--- src/rtl/data_path_muxs_pkg.sv ---
// Shared datapath mux selections and stall-controller types.
//   pc_mux_input_selection : PC register source (sequential or branch target)
//   stall_state_t          : pipeline_stall_ctrl FSM states
package data_path_muxs_pkg;

   typedef enum logic {
      PC_PLUS4  = 1'b0,
      PC_BRANCH = 1'b1
   } pc_mux_input_selection;

   typedef enum logic [1:0] {
      RUN      = 2'd0,
      LU_STALL = 2'd1,
      DRAIN    = 2'd2,
      HALTED   = 2'd3
   } stall_state_t;

endpackage

--- src/rtl/stall_sat_counter.sv ---
// W-bit up counter that stops at all ones instead of wrapping.
//   CLK   : clock, rising edge
//   nRST  : asynchronous reset, active low (clears count)
//   inc   : count this cycle
//   count : current value
module stall_sat_counter #(
   parameter int W = 32
) (
   input  logic         CLK,
   input  logic         nRST,
   input  logic         inc,
   output logic [W-1:0] count
);

   always_ff @(posedge CLK or negedge nRST) begin
      if (!nRST) begin
         count <= '0;
      end else if (inc && (count != {W{1'b1}})) begin
         count <= count + W'(1);
      end
   end

endmodule

--- src/rtl/pipeline_stall_ctrl.sv ---
// Hazard / stall controller for the N-stage MIPS pipeline.
// Produces per-latch load enables and bubble (flush) requests, the PC load
// enable and PC mux select, from the memory handshakes, load-use detection,
// a resolved branch and the halt opcode. Latch i sits between stage i and i+1.
//
// Memory handshake: a request (dmemREN/dmemWEN) with dhit low is still
// outstanding; the whole pipeline freezes until dhit is seen. ihit low means
// no instruction is available this cycle and a bubble enters IF_ID.
//
// Ports:
//   CLK, nRST            clock (rising) / async active-low reset
//   ihit, dhit           I-fetch / D-access complete this cycle
//   dmemREN, dmemWEN     MEM-stage read / write request
//   dREN_ID_EX, Rt_ID_EX load in ID_EX and its destination register
//   Rs_IF_ID, Rt_IF_ID   sources of the IF_ID instruction; rt_used_IF_ID: rt read
//   branch_taken         redirect resolved in latch BR_LATCH
//   halt_IF_ID           halt opcode in IF_ID
//   enable, flush        per-latch load enable / bubble insert (needs enable)
//   enable_pc, PCSrc     PC load enable and source select
//   halted               sticky, pipeline drained after halt
//   stall_cycles         saturating count of cycles with PC held while not halted
//   state_dbg            current FSM state
// Parameter limits: STAGES >= 3, 1 <= BR_LATCH <= STAGES-2, LU_CYC >= 1.
module pipeline_stall_ctrl
   import data_path_muxs_pkg::*;
#(
   parameter int STAGES   = 5,
   parameter int REGW     = 5,
   parameter int BR_LATCH = 2,
   parameter int LU_CYC   = 1,
   parameter int CNTW     = 32
) (
   input  logic                  CLK,
   input  logic                  nRST,
   input  logic                  ihit,
   input  logic                  dhit,
   input  logic                  dmemREN,
   input  logic                  dmemWEN,
   input  logic                  dREN_ID_EX,
   input  logic [REGW-1:0]       Rt_ID_EX,
   input  logic [REGW-1:0]       Rs_IF_ID,
   input  logic [REGW-1:0]       Rt_IF_ID,
   input  logic                  rt_used_IF_ID,
   input  logic                  branch_taken,
   input  logic                  halt_IF_ID,
   output logic [STAGES-2:0]     enable,
   output logic [STAGES-2:0]     flush,
   output logic                  enable_pc,
   output pc_mux_input_selection PCSrc,
   output logic                  halted,
   output logic [CNTW-1:0]       stall_cycles,
   output stall_state_t          state_dbg
);

   localparam int NL  = STAGES - 1;
   localparam int LUW = (LU_CYC > 1) ? $clog2(LU_CYC) : 1;
   localparam int DW  = (STAGES > 3) ? $clog2(STAGES - 1) : 1;

   localparam logic [LUW-1:0] LU_INIT    = LUW'(LU_CYC - 1);
   localparam logic [DW-1:0]  DRAIN_INIT = DW'(STAGES - 2);
   // Latches 0..BR_LATCH hold instructions younger than the branch.
   localparam logic [NL-1:0]  BR_MASK    = NL'((1 << (BR_LATCH + 1)) - 1);

   stall_state_t   state, state_nx;
   logic [LUW-1:0] lu_cnt, lu_cnt_nx;
   logic [DW-1:0]  drain_cnt, drain_cnt_nx;
   logic           dwait;
   logic           lu;
   logic           stall_inc;

   assign dwait = (dmemREN || dmemWEN) && !dhit;

   // $0 is never a real dependency.
   assign lu = dREN_ID_EX && (Rt_ID_EX != '0) &&
               ((Rt_ID_EX == Rs_IF_ID) || (rt_used_IF_ID && (Rt_ID_EX == Rt_IF_ID)));

   // State register.
   always_ff @(posedge CLK or negedge nRST) begin
      if (!nRST) begin
         state     <= RUN;
         lu_cnt    <= '0;
         drain_cnt <= '0;
      end else begin
         state     <= state_nx;
         lu_cnt    <= lu_cnt_nx;
         drain_cnt <= drain_cnt_nx;
      end
   end

   // Next state. lu_cnt / drain_cnt count the cycles still to spend in
   // LU_STALL / DRAIN including the current one, so the last cycle is cnt==1.
   always_comb begin
      state_nx     = state;
      lu_cnt_nx    = lu_cnt;
      drain_cnt_nx = drain_cnt;
      if ((state != HALTED) && !dwait) begin
         case (state)
            RUN: begin
               if (branch_taken) begin
                  lu_cnt_nx = '0;
               end else if (lu) begin
                  // One bubble is issued right now; only extra ones need LU_STALL.
                  if (LU_CYC > 1) begin
                     state_nx  = LU_STALL;
                     lu_cnt_nx = LU_INIT;
                  end
               end else if (halt_IF_ID && ihit) begin
                  state_nx     = DRAIN;
                  drain_cnt_nx = DRAIN_INIT;
               end
            end
            LU_STALL: begin
               if (branch_taken || (lu_cnt <= LUW'(1))) begin
                  state_nx  = RUN;
                  lu_cnt_nx = '0;
               end else begin
                  lu_cnt_nx = lu_cnt - LUW'(1);
               end
            end
            DRAIN: begin
               if (drain_cnt <= DW'(1)) begin
                  state_nx     = HALTED;
                  drain_cnt_nx = '0;
               end else begin
                  drain_cnt_nx = drain_cnt - DW'(1);
               end
            end
            default: ;
         endcase
      end
   end

   // Output decode, highest priority first. The halt instruction itself
   // advances normally; fetch stops from the first DRAIN cycle on.
   always_comb begin
      enable    = '0;
      flush     = '0;
      enable_pc = 1'b0;
      PCSrc     = PC_PLUS4;
      halted    = 1'b0;
      if (!nRST) begin
         flush = '1;
      end else if (state == HALTED) begin
         halted = 1'b1;
      end else if (dwait) begin
         // freeze: everything held
      end else if (state == DRAIN) begin
         // branch_taken cannot come from an instruction older than halt here
         enable   = '1;
         flush[0] = 1'b1;
      end else if (branch_taken) begin
         // the in-flight fetch is discarded, so ihit is not needed
         enable    = '1;
         flush     = BR_MASK;
         PCSrc     = PC_BRANCH;
         enable_pc = 1'b1;
      end else if ((state == LU_STALL) || lu) begin
         enable    = '1;
         enable[0] = 1'b0;
         flush[1]  = 1'b1;
      end else if (!ihit) begin
         enable   = '1;
         flush[0] = 1'b1;
      end else begin
         enable    = '1;
         enable_pc = 1'b1;
      end
   end

   assign stall_inc = nRST && !enable_pc && !halted;
   assign state_dbg = state;

   stall_sat_counter #(
      .W(CNTW)
   ) u_stall_cnt (
      .CLK   (CLK),
      .nRST  (nRST),
      .inc   (stall_inc),
      .count (stall_cycles)
   );

endmodule

--- config.mk ---
export PLATFORM = sky130hd
export DESIGN_NAME = pipeline_stall_ctrl
export DESIGN_NICKNAME = d
export VERILOG_FILES = /design/src/rtl/data_path_muxs_pkg.sv /design/src/rtl/stall_sat_counter.sv /design/src/rtl/pipeline_stall_ctrl.sv
export SDC_FILE = /design/constraint.sdc
export NUM_CORES = 1
export LEC_CHECK = 0
export ABC_AREA = 1
export BUFFER_PORTS_ARGS = -buffer_cell sky130_fd_sc_hd__buf_2
export CAP_MARGIN = 30
export CORE_MARGIN = 10
export CORE_UTILIZATION = 45
export CTS_BUF_LIST = sky130_fd_sc_hd__clkbuf_4 sky130_fd_sc_hd__clkbuf_8
export DETAILED_ROUTE_END_ITERATION = 8
export PLACE_DENSITY = 0.73
export SLEW_MARGIN = 20
export SYNTH_ARGS = -nofsm -noshare
export SYNTH_HDL_FRONTEND = slang
export SYNTH_HIERARCHICAL = 1
export SYNTH_SLANG_ARGS = --single-unit
--- constraint.sdc ---
create_clock -name CLK -period 5.25 [get_ports CLK]
set_input_delay 0.7875 -clock CLK [delete_from_list [all_inputs] [get_ports CLK]]
set_output_delay 0.7875 -clock CLK [all_outputs]
set_load 0.1 [all_outputs]
== Word-level counts from Yosys, hierarchy flattened ==
Index checks and enable logic that the tools add are counted.
Storage, ports and cells
  register bits: 37
  bits of input ports: 25
  logic and storage cells: 91
  output and inout port bits: 45
Cells by class
  $lt $le $gt $ge: 2
  mux-type cells: 44
  reductions and logical operators: 25
  equality and inequality tests: 13
  add/sub/neg operators: 3
Operators by type and width (count)
  adder 32 x 1 -> 32 bit (second input constant): 1
  != test 32 bit (second input constant): 1
  two-way mux 1 bit: 24
  two-way mux 4 bit: 6
  two-way mux 2 bit: 10
  != test 2 bit (second input constant): 7
  == test 5 bit: 2
  logical AND 1 bit: 9
  AND reduction 7 bit: 1
  case mux 2 bit (3 select lines): 1
  AND reduction 5 bit: 1
  nonzero test 5 bit: 1
  == test 2 bit (second input constant): 2
  zero test 1 bit: 4
  logical OR 1 bit: 4
  case mux 2 bit (2 select lines): 1
  nonzero test 2 bit: 2
  two-way mux 3 bit: 1
  AND reduction 3 bit: 1
  nonzero test 3 bit: 1
  == test 2 x 1 -> 1 bit (second input constant): 1
  <= comparator 2 x 1 -> 1 bit (second input constant): 1
  zero test 2 bit: 1
  case mux 1 bit (2 select lines): 1
  other kinds (3): 3

== Logic depth before layout (Yosys ltp) ==
Gate-level depths: netlist of the first run.
  word-level depth: 15
  gate-level depth with buffers: 17
  gate-level depth less buffers: 17

== Hierarchy ==
Netlist of the first run, hierarchy kept.
Modules (own cells, without submodules)
  stall_sat_counter: sequential area each 800.8 µm², instances 1, area each 2108.3 µm², cells each 321
  pipeline_stall_ctrl: sequential area each 100.1 µm², instances 1, area each 619.3 µm², cells each 117

== Worst setup path before layout of the first run ==
Ideal clock, no wire load.
  kind: register -> output
  start: register state[0], in the netlist state_dbg[0]
  end: output enable[2]
  path buffers: 2
  data arrival time: 3.182 ns
  slack: 1.280 ns
  cell stages (with the launch flop): 6
  path through: dfrtp_1 -> buf_4 -> a21oi_2 -> inv_1 -> nor2_1 -> buf_4
Between the ends
  word-level cells in the longest chain between the ends: 3
RTL lines
  from (decl): line pipeline_stall_ctrl.sv:64  | stall_state_t state, state_nx;
  from (signal assigned): line pipeline_stall_ctrl.sv:84  | state <= state_nx;
  == test 2 bit: line pipeline_stall_ctrl.sv:143  | end else if (state == HALTED) begin
  two-way mux 4 bit: line pipeline_stall_ctrl.sv:143
  two-way mux 4 bit: line pipeline_stall_ctrl.sv:141  | if (!nRST) begin
  to (decl): line pipeline_stall_ctrl.sv:46  | output logic [STAGES-2:0] enable,
Every way passes these cells.

== Worst setup path in the final report of the first run ==
  start: input Rt_ID_EX[2]
  end: output enable_pc
Between the ends
  word-level cells in the longest chain between the ends: 11
RTL lines
  from (decl): line pipeline_stall_ctrl.sv:40  | input logic [REGW-1:0] Rt_ID_EX,
  == test 5 bit: line pipeline_stall_ctrl.sv:75  | ((Rt_ID_EX == Rs_IF_ID) || (rt_used_IF_ID && (Rt_ID_EX == Rt_IF_ID)));
  logical AND 1 bit: line pipeline_stall_ctrl.sv:75
  logical OR 1 bit: line pipeline_stall_ctrl.sv:75
  logical AND 1 bit *: line pipeline_stall_ctrl.sv:74  | assign lu = dREN_ID_EX && (Rt_ID_EX != '0) &&
  logical OR 1 bit *: line pipeline_stall_ctrl.sv:157  | end else if ((state == LU_STALL) || lu) begin
  two-way mux 1 bit *: line pipeline_stall_ctrl.sv:157
  two-way mux 1 bit *: line pipeline_stall_ctrl.sv:151  | end else if (branch_taken) begin
  two-way mux 1 bit *: line pipeline_stall_ctrl.sv:147  | end else if (state == DRAIN) begin
  two-way mux 1 bit *: line pipeline_stall_ctrl.sv:145  | end else if (dwait) begin
  two-way mux 1 bit *: line pipeline_stall_ctrl.sv:143
  two-way mux 1 bit *: line pipeline_stall_ctrl.sv:141
  to (decl): line pipeline_stall_ctrl.sv:48  | output logic enable_pc,
Every way passes the cells marked *; elsewhere a longest branch is shown, timed or not.

==> flow_summary.json, run 1 <==
{
  "status": "completed",
  "synth_largest_area_cell": "dfrtp_1",
  "p_int_mw": 0.5141,
  "path_max_fanout": 3,
  "crit_type": "in2out",
  "maxCapViolations": 0,
  "hold_viol_final": 0,
  "syn_area_per_cell_um2": 6.227,
  "clockRootBuffer": "clkbuf_8",
  "clkPwrFrac": 0.213,
  "wl_per_cell_um": 12.40,
  "cts.clk_slew.worst_paths_ps": 70,
  "io_buffers": 69,
  "yosysMostFrequentCell": "nand2_1",
  "ys_seq_elements": 36,
  "start_util": 0.4634,
  "grt_overflow": 0,
  "io_pins": 70,
  "cpPeakStageDelay_ps": 440,
  "place.gp.congestion": 0.8895,
  "drive_above_1_share": 0.2205,
  "seqPwrFrac": 0.340,
  "drt-initial-drc-count": 204,
  "swShare": 0.4966,
  "rsz0062_at_grt": "no",
  "async_flop_share": 1.000,
  "power_density_mw_per_mm2": 316.0,
  "yosys_warnings": 6,
  "p_switching_mw": 0.5071,
  "syn_to_final_growth_pct": 18.49,
  "drc": 0,
  "synth_nets": 464,
  "peakVddDrop_mv": 0.3590,
  "hold_path.class": "in2async",
  "drt-vias-per-instance": 4.973,
  "clock_path_buffers": 2,
  "worst_clock_skew_ps": 8.360,
  "fin_setup_tns_ps": 0,
  "row_count": 28,
  "hpwl_um": 5670,
  "grt_pass1_vias": 2740,
  "dieArea_mm2": 0.009576,
  "first_pass_iters": 5,
  "syn_inst": 438,
  "core_mm2": 0.005886,
  "cts_setup_buffers": 0,
  "endpoint_kind": "output pin",
  "die_x_um": 97.86,
  "grt_start_max_net_pins": 41,
  "report.final.setup_viol": 0,
  "dieHeight_um": 97.86,
  "fin_area_mm2": 0.003232,
  "ys.flop_type": "dfrtp_1",
  "wl_um": 7228,
  "crit_path_start_kind": "primary input",
  "cts_max_level": 2,
  "netlist.area_leader.share": 0.3303,
  "worst_ep_required_time_ps": 4460,
  "nNetsFinal": 533,
  "clock_sinks": 36,
  "pwr-share-comb": 0.447,
  "fmax_ghz": 0.3450,
  "post_dp_cell_area_mm2": 0.003107,
  "critPathSlowestCell": "buf_2",
  "antenna_found_initial": 0,
  "cts_inserted_buffers": 5,
  "synth-edff-count": 0,
  "p_leak_nw": 1.664,
  "seqCellArea_um2": 900.9,
  "worstPathArrival_ps": 2110,
  "n_antenna_cell": 0,
  "netlist_area_mm2": 0.002728,
  "cts_tree": "built",
  "finalCritPeriodShare": 0.5521,
  "critPathTopFamily": "buffers and inverters",
  "slew_viol_final": 0,
  "critPathBufInv": 4,
  "synth_commonest_cells": "nand2_1, nor2_1, inv_1",
  "cts_resized": 0,
  "setup_slack_ps": 2352,
  "slew-limit-headroom": 0.6679,
  "crit_chain": "buf_2, inv_2, nand4_1, o21ai_0, inv_1, nand2_2, nand4_1, a21oi_1, buf_2",
  "worst_pin_slew_ps": 501.6,
  "period_needed_ps": 2898,
  "nFillCells": 608,
  "synthTopCellsByArea": "dfrtp_1, nand2_1, nor2_1",
  "dr_total_vias": 2899,
  "dpl_worst_slack_ps": 2022,
  "grt_first_pass_wirelength_um": 12120,
  "synth_cell_type_count": 25,
  "drtAntennaViolNets": 0,
  "hold_buffers": 0,
  "yosysSeqAreaShare": 0.3303,
  "track_usage": 0.1457,
  "clk_latency_ps": 290,
  "multiInputGateArea_mm2": 0.001575
}
layer usage:
| layer | vias to the layer above | wire length, µm | part of all wire | track usage |
|---|---|---|---|---|
| li1 | 1488 | - | - | - |
| met1 | 1314 | 3159 | 0.44 | 0.1703 |
| met2 | 82 | 3465 | 0.48 | 0.2482 |
| met3 | 15 | 465 | 0.064 | 0.03876 |
| met4 | 0 | 137 | 0.019 | 0.05481 |
| met5 | - | 0 | 0 | 0 |
registers in the layout, summed over array words and instances (netlist names):
register / cells
drain_cnt: 2
state_dbg: 2
u_stall_cnt/count: 32
final timing paths:
kind                                     startpoint                                end  slack (ps)  cells after the start
max reg2reg                state_dbg[1]$_DFFE_PN0P_  u_stall_cnt/count[15]$_DFFE_PN0P_        3100                     12
min                                            nRST  u_stall_cnt/count[17]$_DFFE_PN0P_         410                      1
max                                     Rt_ID_EX[2]                          enable_pc        2350                      9
min in group CLK           drain_cnt[1]$_DFFE_PN0P_           drain_cnt[1]$_DFFE_PN0P_         500                      2
max in group asynchronous                      nRST   u_stall_cnt/count[1]$_DFFE_PN0P_        4390                      2
min reg2reg                drain_cnt[1]$_DFFE_PN0P_           drain_cnt[1]$_DFFE_PN0P_         500                      2
power by group through the flow:
stage | Sequential [mW] | Clock [mW] | Combinational (mW)
finish | 0.347 | 0.217 | 0.457
global route | 0.353 | 0.233 | 0.490
detailed placement | 0.352 | 0 | 0.457
global placement | 0.352 | 0 | 0.451
CTS | 0.347 | 0.220 | 0.457
floorplan | 0.484 | 0 | 0.254
stage by stage:
stage / cells / utilization / hold WS [ps] / total power, mW
6_report: 583 / 0.5491 / 405.5 / 1.021
5_1_grt: 583 / 0.5491 / 433.0 / 1.076
3_3_place_gp: 574 / 0.5278 / 481.0 / 0.8037
4_1_cts: 582 / 0.5444 / 507.1 / 1.025
3_5_place_dp: 574 / 0.5278 / 490.2 / 0.8091
2_1_floorplan: 438 / - / 465.7 / 0.7383
final cells by class:
cell class | instances | share of cell area
clock buffer | 8 | 0.03020
inverter | 51 | 0.05923
multi-input combinational | 343 | 0.4874
sequential | 36 | 0.2787
tap | 75 | 0.02904
timing repair buffer | 70 | 0.1154
logic make-up (layout without fill, tap and decap cells):
family,after synthesis,count (layout),share of synthesized area
compound gates,11,11,0.02431
buf+inv,59,129,0.09220
simple gates,323,323,0.5229
flops,36,36,0.3303
xor+xnor,8,8,0.02569
fa+ha+maj,1,1,0.004586
layout by cell type, fill, tap and decap left out:
cell type    n
nand3_2      2
inv_1       42
o21ai_0      5
ha_1         1
a21oi_1      4
dfrtp_1     36
clkbuf_4     2
nand2_1    186
nor2_1      61
nand2_8      1
buf_2       69
nor2_2       7
buf_16       1
a21oi_2      1
o211ai_2     1
xor2_1       2
inv_2        9
clkbuf_8     6
nand3_1     26
nand3b_1     9
nand4_1     17
nor2_4       4
xnor2_1      6
nor3_1       1
nand2_2      8
nand2_4      1
Note: power is estimated with default switching activity, not from simulation.
==> run 2, diff against run 1 <==
clock period = 2.95 ns   (was 5.25 ns; I/O delays follow)
==> flow_summary.json, run 2 (synthesis results as in run 1) <==
{
  "grt_start_max_net_pins": 34,
  "drive_above_1_share": 0.2338,
  "grt_overflow": 0,
  "critPathBufInv": 2,
  "endpoint_kind": "output pin",
  "p_leak_nw": 1.661,
  "drtAntennaViolNets": 0,
  "cts_setup_buffers": 0,
  "clock_path_buffers": 2,
  "period_needed_ps": 2310,
  "drc": 0,
  "fin_area_mm2": 0.003239,
  "reg2reg_from": "state_dbg[0]$_DFFE_PN0P_",
  "maxCapViolations": 0,
  "cts_max_level": 2,
  "antenna_found_initial": 0,
  "final_cell_mix": "nand2_1, buf_2, nor2_1",
  "nFillCells": 601,
  "crit_chain": "a21oi_2, inv_1, nor2_4, buf_2",
  "regMostFlops": "u_stall_cnt/count",
  "track_usage": 0.1550,
  "slew_viol_final": 0,
  "dieHeight_um": 97.86,
  "dieArea_mm2": 0.009576,
  "hpwl_um": 6029,
  "cp-startpoint": "state_dbg[0]$_DFFE_PN0P_",
  "grt_pass1_vias": 2807,
  "clk_latency_ps": 290,
  "cpPeakStageDelay_ps": 510,
  "wl_um": 7464,
  "first_pass_iters": 5,
  "crit_path_start_kind": "register",
  "post-place-cells": 576,
  "start_util": 0.4634,
  "clock_sinks": 36,
  "layout_commonest_cell": "nand2_1",
  "io_buffers": 69,
  "cts.clk_slew.worst_paths_ps": 70,
  "cts_resized": 0,
  "status": "completed",
  "wl_per_cell_um": 12.78,
  "worst_ep_required_time_ps": 2510,
  "place.gp.congestion": 0.8719,
  "rsz0062_at_grt": "no",
  "n_antenna_cell": 0,
  "hold_viol_final": 0,
  "crit_type": "reg2out",
  "clockRootBuffer": "clkbuf_8",
  "drt-initial-drc-count": 203,
  "grt_first_pass_wirelength_um": 12800,
  "hold_buffers": 0,
  "post_dp_cell_area_mm2": 0.003142,
  "cts_inserted_buffers": 5,
  "io_pins": 70,
  "worst_pin_slew_ps": 505.8,
  "largest_reg_flops": 32,
  "finalCritPeriodShare": 0.7830,
  "row_count": 28,
  "power_density_mw_per_mm2": 563.9,
  "path_max_fanout": 9,
  "hold_path.class": "in2async",
  "fin_setup_tns_ps": 0,
  "core_mm2": 0.005886,
  "cts_tree": "built",
  "slew-limit-headroom": 0.6651,
  "critPathTopFamily": "buffers and inverters",
  "report.final.setup_viol": 0,
  "worst_clock_skew_ps": 4.809,
  "drt-vias-per-instance": 4.925,
  "fin_cells": 584,
  "nNetsFinal": 534,
  "worstPathArrival_ps": 1870,
  "die_x_um": 97.86,
  "syn_to_final_growth_pct": 18.76,
  "fmax_ghz": 0.4329,
  "critPathSlowestCell": "dfrtp_1",
  "peakVddDrop_mv": 0.8601,
  "dr_total_vias": 2876
}
## run 2: changes by cell type in the layout (fill, tap and decap cells not counted), sizes merged
cell  previous run  this run
buf             70        71
## run 2: area by class of cell
cell class | instances | area [µm²] | share of cell area
Tap cell | 75 | 93.84 | 0.02897
Inverter | 51 | 191.4 | 0.05910
Timing Repair Buffer | 71 | 360.3 | 0.1112
Multi-Input combinational cell | 343 | 1594 | 0.4921
Clock buffer | 8 | 97.59 | 0.03013
Sequential cell | 36 | 902.1 | 0.2785
## run 2: final timing paths
path	to	slack (ps)	cells past startpoint
setup / recovery	enable[1]	640	4
hold / removal	u_stall_cnt/count[12]$_DFFE_PN0P_	160	2
setup reg to reg	u_stall_cnt/count[15]$_DFFE_PN0P_	770	11
hold reg to reg	drain_cnt[1]$_DFFE_PN0P_	510	2
max in group asynchronous	state_dbg[1]$_DFFE_PN0P_	2560	2
min in group CLK	drain_cnt[1]$_DFFE_PN0P_	510	2
## run 2: power by group
part | leakage [nW] | internal (mW) | switching, mW
Combinational | 1.12 | 0.163 | 0.659
Clock | 0.0523 | 0.209 | 0.177
Sequential | 0.487 | 0.544 | 0.0754
## run 2: per-stage QoR
| step | setup WS, ps | hold slack (ps) | util | power [mW] |
|---|---|---|---|---|
| 3_3_place_gp | 587.8 | 479.4 | 0.5338 | 1.437 |
| 3_5_place_dp | 461.5 | 478.2 | 0.5338 | 1.452 |
| 2_1_floorplan | 180.2 | 146.9 | - | 1.322 |
| 4_1_cts | 639.7 | 162.4 | 0.5504 | 1.836 |
| 6_report | 640.2 | 158.7 | 0.5504 | 1.827 |
| 5_1_grt | 515.4 | 174.4 | 0.5504 | 1.929 |
## run 2: metal layers
| layer | GRT usage | vias to the layer above | wire length [µm] |
|---|---|---|---|
| met4 | 0.05817 | 0 | 129 |
| met1 | 0.1848 | 1310 | 3314 |
| li1 | - | 1494 | - |
| met3 | 0.03524 | 10 | 346 |
| met5 | 0 | - | 0 |
| met2 | 0.2640 | 62 | 3674 |
